[src/rtl/mul_iter_pkg.sv]
// Shared constants and FSM encoding for the iterative multiplier.
// Handshake levels mirror the divider so the execute-stage control logic is symmetric.
package mul_iter_pkg;

  localparam logic MulStart          = 1'b1;
  localparam logic MulStop           = 1'b0;
  localparam logic MulResultReady    = 1'b1;
  localparam logic MulResultNotReady = 1'b0;

  localparam logic [31:0] ZeroWord  = 32'h0000_0000;
  localparam logic [63:0] ZeroDword = {ZeroWord, ZeroWord};

  typedef enum logic [1:0] {
    MulFree = 2'b00,
    MulOn   = 2'b01,
    MulEnd  = 2'b10
  } mul_state_e;

endpackage

[src/rtl/mul_iter_if.sv]
// Multiply handshake between the execute stage (master) and the multiplier (slave).
interface mul_iter_if;

  logic        signed_mul_i;
  logic [31:0] opdata1_i;
  logic [31:0] opdata2_i;
  logic        start_i;
  logic        annul_i;
  logic [63:0] result_o;
  logic        ready_o;

  modport master (
    output signed_mul_i, opdata1_i, opdata2_i, start_i, annul_i,
    input  result_o, ready_o
  );

  modport slave (
    input  signed_mul_i, opdata1_i, opdata2_i, start_i, annul_i,
    output result_o, ready_o
  );

endinterface

[src/rtl/mul_iter.sv]
// Iterative 32x32->64 shift-add multiplier: one partial product per cycle,
// 32 steps on unsigned magnitudes with the sign applied on the last step.
module mul_iter
  import mul_iter_pkg::*;
(
  input logic       clk,
  input logic       rst,
  mul_iter_if.slave mul
);

  mul_state_e  state_r, state_nx_s;
  logic [63:0] acc_r, acc_nx_s;
  logic [63:0] mcand_r, mcand_nx_s;
  logic [31:0] mplier_r, mplier_nx_s;
  logic [4:0]  cnt_r, cnt_nx_s;
  logic        neg_r, neg_nx_s;
  logic [63:0] result_r, result_nx_s;
  logic        ready_r, ready_nx_s;
  logic [31:0] mag1_s, mag2_s;
  logic [63:0] acc_step_s;

  // Operand magnitudes; 0x80000000 negates to itself, which is the right unsigned magnitude
  always_comb begin
    if (mul.signed_mul_i && mul.opdata1_i[31]) begin
      mag1_s = ~mul.opdata1_i + 32'd1;
    end else begin
      mag1_s = mul.opdata1_i;
    end
    if (mul.signed_mul_i && mul.opdata2_i[31]) begin
      mag2_s = ~mul.opdata2_i + 32'd1;
    end else begin
      mag2_s = mul.opdata2_i;
    end
  end

  // Accumulator after the current shift-add step
  always_comb begin
    if (mplier_r[0]) begin
      acc_step_s = acc_r + mcand_r;
    end else begin
      acc_step_s = acc_r;
    end
  end

  // Next-state and next-output logic
  always_comb begin
    state_nx_s  = state_r;
    acc_nx_s    = acc_r;
    mcand_nx_s  = mcand_r;
    mplier_nx_s = mplier_r;
    cnt_nx_s    = cnt_r;
    neg_nx_s    = neg_r;
    result_nx_s = ZeroDword;
    ready_nx_s  = MulResultNotReady;

    case (state_r)
      MulOn: begin
        if (mul.annul_i) begin
          state_nx_s = MulFree;
        end else begin
          acc_nx_s    = acc_step_s;
          mcand_nx_s  = {mcand_r[62:0], 1'b0};
          mplier_nx_s = {1'b0, mplier_r[31:1]};
          cnt_nx_s    = cnt_r + 5'd1;
          if (cnt_r == 5'd31) begin
            state_nx_s = MulEnd;
            ready_nx_s = MulResultReady;
            if (neg_r) begin
              result_nx_s = ~acc_step_s + 64'd1;
            end else begin
              result_nx_s = acc_step_s;
            end
          end else begin
            state_nx_s = MulOn;
          end
        end
      end

      MulEnd: begin
        if (mul.start_i == MulStop) begin
          state_nx_s = MulFree;
        end else begin
          state_nx_s  = MulEnd;
          ready_nx_s  = MulResultReady;
          result_nx_s = result_r;
        end
      end

      // MulFree and the unreachable 2'b11 encoding
      default: begin
        if ((mul.start_i == MulStart) && (mul.annul_i == 1'b0)) begin
          if ((mul.opdata1_i == ZeroWord) || (mul.opdata2_i == ZeroWord)) begin
            state_nx_s = MulEnd;
            ready_nx_s = MulResultReady;
          end else begin
            state_nx_s  = MulOn;
            mcand_nx_s  = {ZeroWord, mag1_s};
            mplier_nx_s = mag2_s;
            neg_nx_s    = mul.signed_mul_i & (mul.opdata1_i[31] ^ mul.opdata2_i[31]);
            acc_nx_s    = ZeroDword;
            cnt_nx_s    = 5'd0;
          end
        end else begin
          state_nx_s = MulFree;
        end
      end
    endcase
  end

  // State and output registers; rst wins over every other input
  always_ff @(posedge clk) begin
    if (rst) begin
      state_r  <= MulFree;
      acc_r    <= ZeroDword;
      mcand_r  <= ZeroDword;
      mplier_r <= ZeroWord;
      cnt_r    <= 5'd0;
      neg_r    <= 1'b0;
      result_r <= ZeroDword;
      ready_r  <= MulResultNotReady;
    end else begin
      state_r  <= state_nx_s;
      acc_r    <= acc_nx_s;
      mcand_r  <= mcand_nx_s;
      mplier_r <= mplier_nx_s;
      cnt_r    <= cnt_nx_s;
      neg_r    <= neg_nx_s;
      result_r <= result_nx_s;
      ready_r  <= ready_nx_s;
    end
  end

  assign mul.result_o = result_r;
  assign mul.ready_o  = ready_r;

endmodule

[src/flat_wrapper.sv]
// flat-port wrapper written by rule: the top's interface ports become plain ports
module mul_iter_flat import mul_iter_pkg::*;
  (clk, rst, mul_signed_mul_i, mul_opdata1_i, mul_opdata2_i, mul_start_i, mul_annul_i, mul_result_o, mul_ready_o);
  mul_iter_if mul_i ();
  input logic clk;
  input logic rst;
  input wire logic [$bits(mul_i.signed_mul_i)-1:0] mul_signed_mul_i;
  input wire logic [$bits(mul_i.opdata1_i)-1:0] mul_opdata1_i;
  input wire logic [$bits(mul_i.opdata2_i)-1:0] mul_opdata2_i;
  input wire logic [$bits(mul_i.start_i)-1:0] mul_start_i;
  input wire logic [$bits(mul_i.annul_i)-1:0] mul_annul_i;
  output wire logic [$bits(mul_i.result_o)-1:0] mul_result_o;
  output wire logic [$bits(mul_i.ready_o)-1:0] mul_ready_o;
  assign mul_i.signed_mul_i = mul_signed_mul_i;
  assign mul_i.opdata1_i = mul_opdata1_i;
  assign mul_i.opdata2_i = mul_opdata2_i;
  assign mul_i.start_i = mul_start_i;
  assign mul_i.annul_i = mul_annul_i;
  assign mul_result_o = mul_i.result_o;
  assign mul_ready_o = mul_i.ready_o;
  mul_iter u_core (.clk(clk), .rst(rst), .mul(mul_i));
endmodule
[config.mk]
export PLATFORM = sky130hd
export DESIGN_NAME = mul_iter_flat
export DESIGN_NICKNAME = d
export VERILOG_FILES = /design/src/rtl/mul_iter_pkg.sv /design/src/rtl/mul_iter_if.sv /design/src/rtl/mul_iter.sv /design/src/flat_wrapper.sv
export SDC_FILE = /design/constraint.sdc
export NUM_CORES = 1
export LEC_CHECK = 0
export ABC_AREA = 1
export BUFFER_PORTS_ARGS = -buffer_cell sky130_fd_sc_hd__buf_2
export CORE_MARGIN = 5
export CORE_UTILIZATION = 47
export CTS_CLUSTER_SIZE = 20
export DETAILED_ROUTE_END_ITERATION = 8
export GPL_ROUTABILITY_DRIVEN = 0
export GPL_TIMING_DRIVEN = 0
export PLACE_DENSITY = 0.66
export SLEW_MARGIN = 10
export SYNTH_ARGS = -nofsm -noshare
export SYNTH_HDL_FRONTEND = slang
export SYNTH_SLANG_ARGS = --single-unit
[constraint.sdc]
create_clock -name clk -period 6.45 [get_ports clk]
set_input_delay 0 -clock clk [delete_from_list [all_inputs] [get_ports clk]]
set_output_delay 0 -clock clk [all_outputs]
set_load 0.01 [all_outputs]
==> qor.yml <==
place_ws_ns: 2.650
coreArea_um2: 40740
cp_max_fo: 4
ys_async_sr_fraction: 0
grt_max_degree: 15
synth_cells: 3413
vias: 22945
routed_wl_mm: 73.48
relSlewSlack: 0.1904
synth_mux_area_frac: 0
firstDrtPassIters: 6
grt_pass1_wl_mm: 112.5
slowest_stage: "fa_1"
root_buffer: "clkbuf_16"
io_buffer_count: 132
final_common_cell: "nand2_1"
die_width_um: 212.5
hold_viol: 0
worst_pin_slew_ns: 1.214
layout_common_cells: "nand2_1, inv_1, a21oi_1, nor2_1, dfxtp_1"
core.rowCount: 74
path_clk_slew_ns: 0.06
drv_cap: 0
critPathKind: "flip-flop to flip-flop"
slowest_delay_ns: 0.41
cp-start-kind: "flip-flop"
max_freq_ghz: 0.2514
synth_xor_area_frac: 0.03227
power_density_nw_per_um2: 174.6
syn_nets: 3553
cts_buffers: 28
drv_slew: 0
tritoncts: "yes"
whs_ns: 0.2830
insertion_delay_ns: 0.59
synthAdderAreaFrac: 0.04650
top_usage_layer: "met2"
finalCriticalPeriod_ns: 3.978
setup_viol: 0
vdd_ir_drop_max_v: 0.0001940
fin_crit_sh: 0.6168
drt_iter0_markers: 2450
htree_levels: 1
ys_seq_area_frac: 0.2411
overflow: 0
dieArea_um2: 45140
start_util: 0.4729
synth_area_um2: 19270
place_area_um2: 20600
arrival_ns: 4.42
use_met3: 0.04869
cts_sinks: 232
synth_compound_area_frac: 0.1269
leakage_nw: 11.10
clk_path_buf_depth: 3
postRouteAntennaNets: 0
area_growth_pct: 15.95
dieHeight_um: 212.5
layout.nets: 3790
drc: 0
cp_common_cell: "nand2_1"
gr-usage-met1: 0.3956
post_drt_wl_per_cell_um: 17.48
worstPathRequired_ns: 6.89
grt_antenna_before_repair: 1
syn_area_per_cell_um2: 5.645
endpoint_kind: "flip-flop"
grt_setup_unrepaired: "no"
skew_ns: 0.02542
synth_top_family_by_area: "simple AND/OR/NAND/NOR gates"
synth_flop_cell: "dfxtp_1"
outcome: "complete, no violations"
cts_setup_buffers: 0
ys_types: 52
hold_class: "primary input to flip-flop"
yosysWarnings: 0
hpwl_mm: 58.31
synth-seq-cells: 232
drive_above_1_share: 0.09019
grt.total_usage: 0.3130
synth_edf_count: 0
synth-simple-area-share: 0.4381
boundaryPins: 134
setup_tns_ns: 0
design_area_um2: 22340
met2_usage: 0.5144
fin_ws_ns: 2.472
grt_pass1_vias: 21115
via_per_inst: 5.458
cell type report:
cell class / instances / area (µm²)
inverter: 469 / 1760
fill: 4259 / 18400
antenna: 2 / 5.005
multi-input combinational: 2599 / 12410
sequential: 232 / 4644
tap: 532 / 665.6
clock inverter: 17 / 216.5
clock buffer: 33 / 769.5
buffer: 113 / 459.2
timing repair buffer: 207 / 1411
stage by stage:
stage               total power [mW]    util  std cells
CTS                            3.895  0.5482       4202
global placement               2.160  0.5055       4077
floorplan                      1.956       -       3413
finish                         3.901  0.5484       4204
global route                   4.047  0.5483       4203
detailed placement             2.171  0.5056       4077
cell usage after synthesis, drive strengths merged (5+ instances only):
master | count | area [µm²]
clkbuf | 77 | 289.0
nor3 | 30 | 150.1
nand3b | 6 | 45.04
xnor2 | 25 | 219.0
o221ai | 5 | 43.79
nand4 | 40 | 250.2
xor2 | 46 | 402.9
dfxtp | 232 | 4644
buf | 36 | 170.2
ha | 70 | 875.8
o211ai | 26 | 195.2
a31oi | 14 | 87.58
inv | 467 | 1753
nand3 | 239 | 1274
nand2 | 1356 | 5185
a21boi | 7 | 52.55
nor4 | 7 | 43.79
o21ai | 83 | 426.7
or2 | 37 | 231.5
a21oi | 280 | 1405
nor2 | 292 | 1224
o31ai | 5 | 37.54
a211oi | 7 | 52.55
power breakdown:
| part | switching, mW | total [mW] | internal, mW |
|---|---|---|---|
| combinational | 0.472 | 0.703 | 0.231 |
| sequential | 0.0286 | 1.49 | 1.47 |
| clock | 0.690 | 1.70 | 1.01 |
| total | 1.19 | 3.90 | 2.71 |
worst paths after layout:
check	slack, ns	depth (start not counted)	from	end
worst max-delay path	2.47	25	u_core.mcand_r[0]	u_core.mul.result_o[52]
worst min-delay path	0.28	4	mul_opdata1_i[0]	u_core.mcand_r[0]
worst max register to register	2.47	25	u_core.mcand_r[0]	u_core.mul.result_o[52]
worst min register to register	0.46	2	u_core.mplier_r[9]	u_core.mplier_r[9]
what timing repair did:
action,CTS,global route
hold buffers,75,0
endpoints found under the hold margin,68,0
resized for setup,0,0
critical path: cells and delay by family (launching register included):
| family | cells | cell delay (ns) |
|---|---|---|
| compound gates | 1 | 0.07 |
| flops | 1 | 0.37 |
| fa+ha+maj | 2 | 0.62 |
| simple gates | 20 | 2.59 |
| buf+inv | 2 | 0.19 |
layer usage:
metal,up-vias,part of all wire
met4,0,0.064
met2,1055,0.45
met1,10420,0.40
met5,-,0
met3,233,0.084
li1,11237,-
cells by family (layout without fill, tap and decap cells):
kind of cell,count (synthesis),in the layout
compound gates,444,444
xor+xnor,71,71
fa+ha+maj,71,71
buf+inv,582,839
flops,232,232
other cells,0,2
simple gates,2013,2013
sequential cells by signal, summed over array words and instances, names as in the netlist:
| signal | count |
|---|---|
| u_core.mplier_r | 32 |
| u_core.cnt_r | 5 |
| u_core.mul.result_o | 64 |
| u_core.state_r | 2 |
| u_core.mcand_r | 64 |
| u_core.neg_r | 1 |
| u_core.acc_r | 64 |
(Power assumes the default switching activity.)
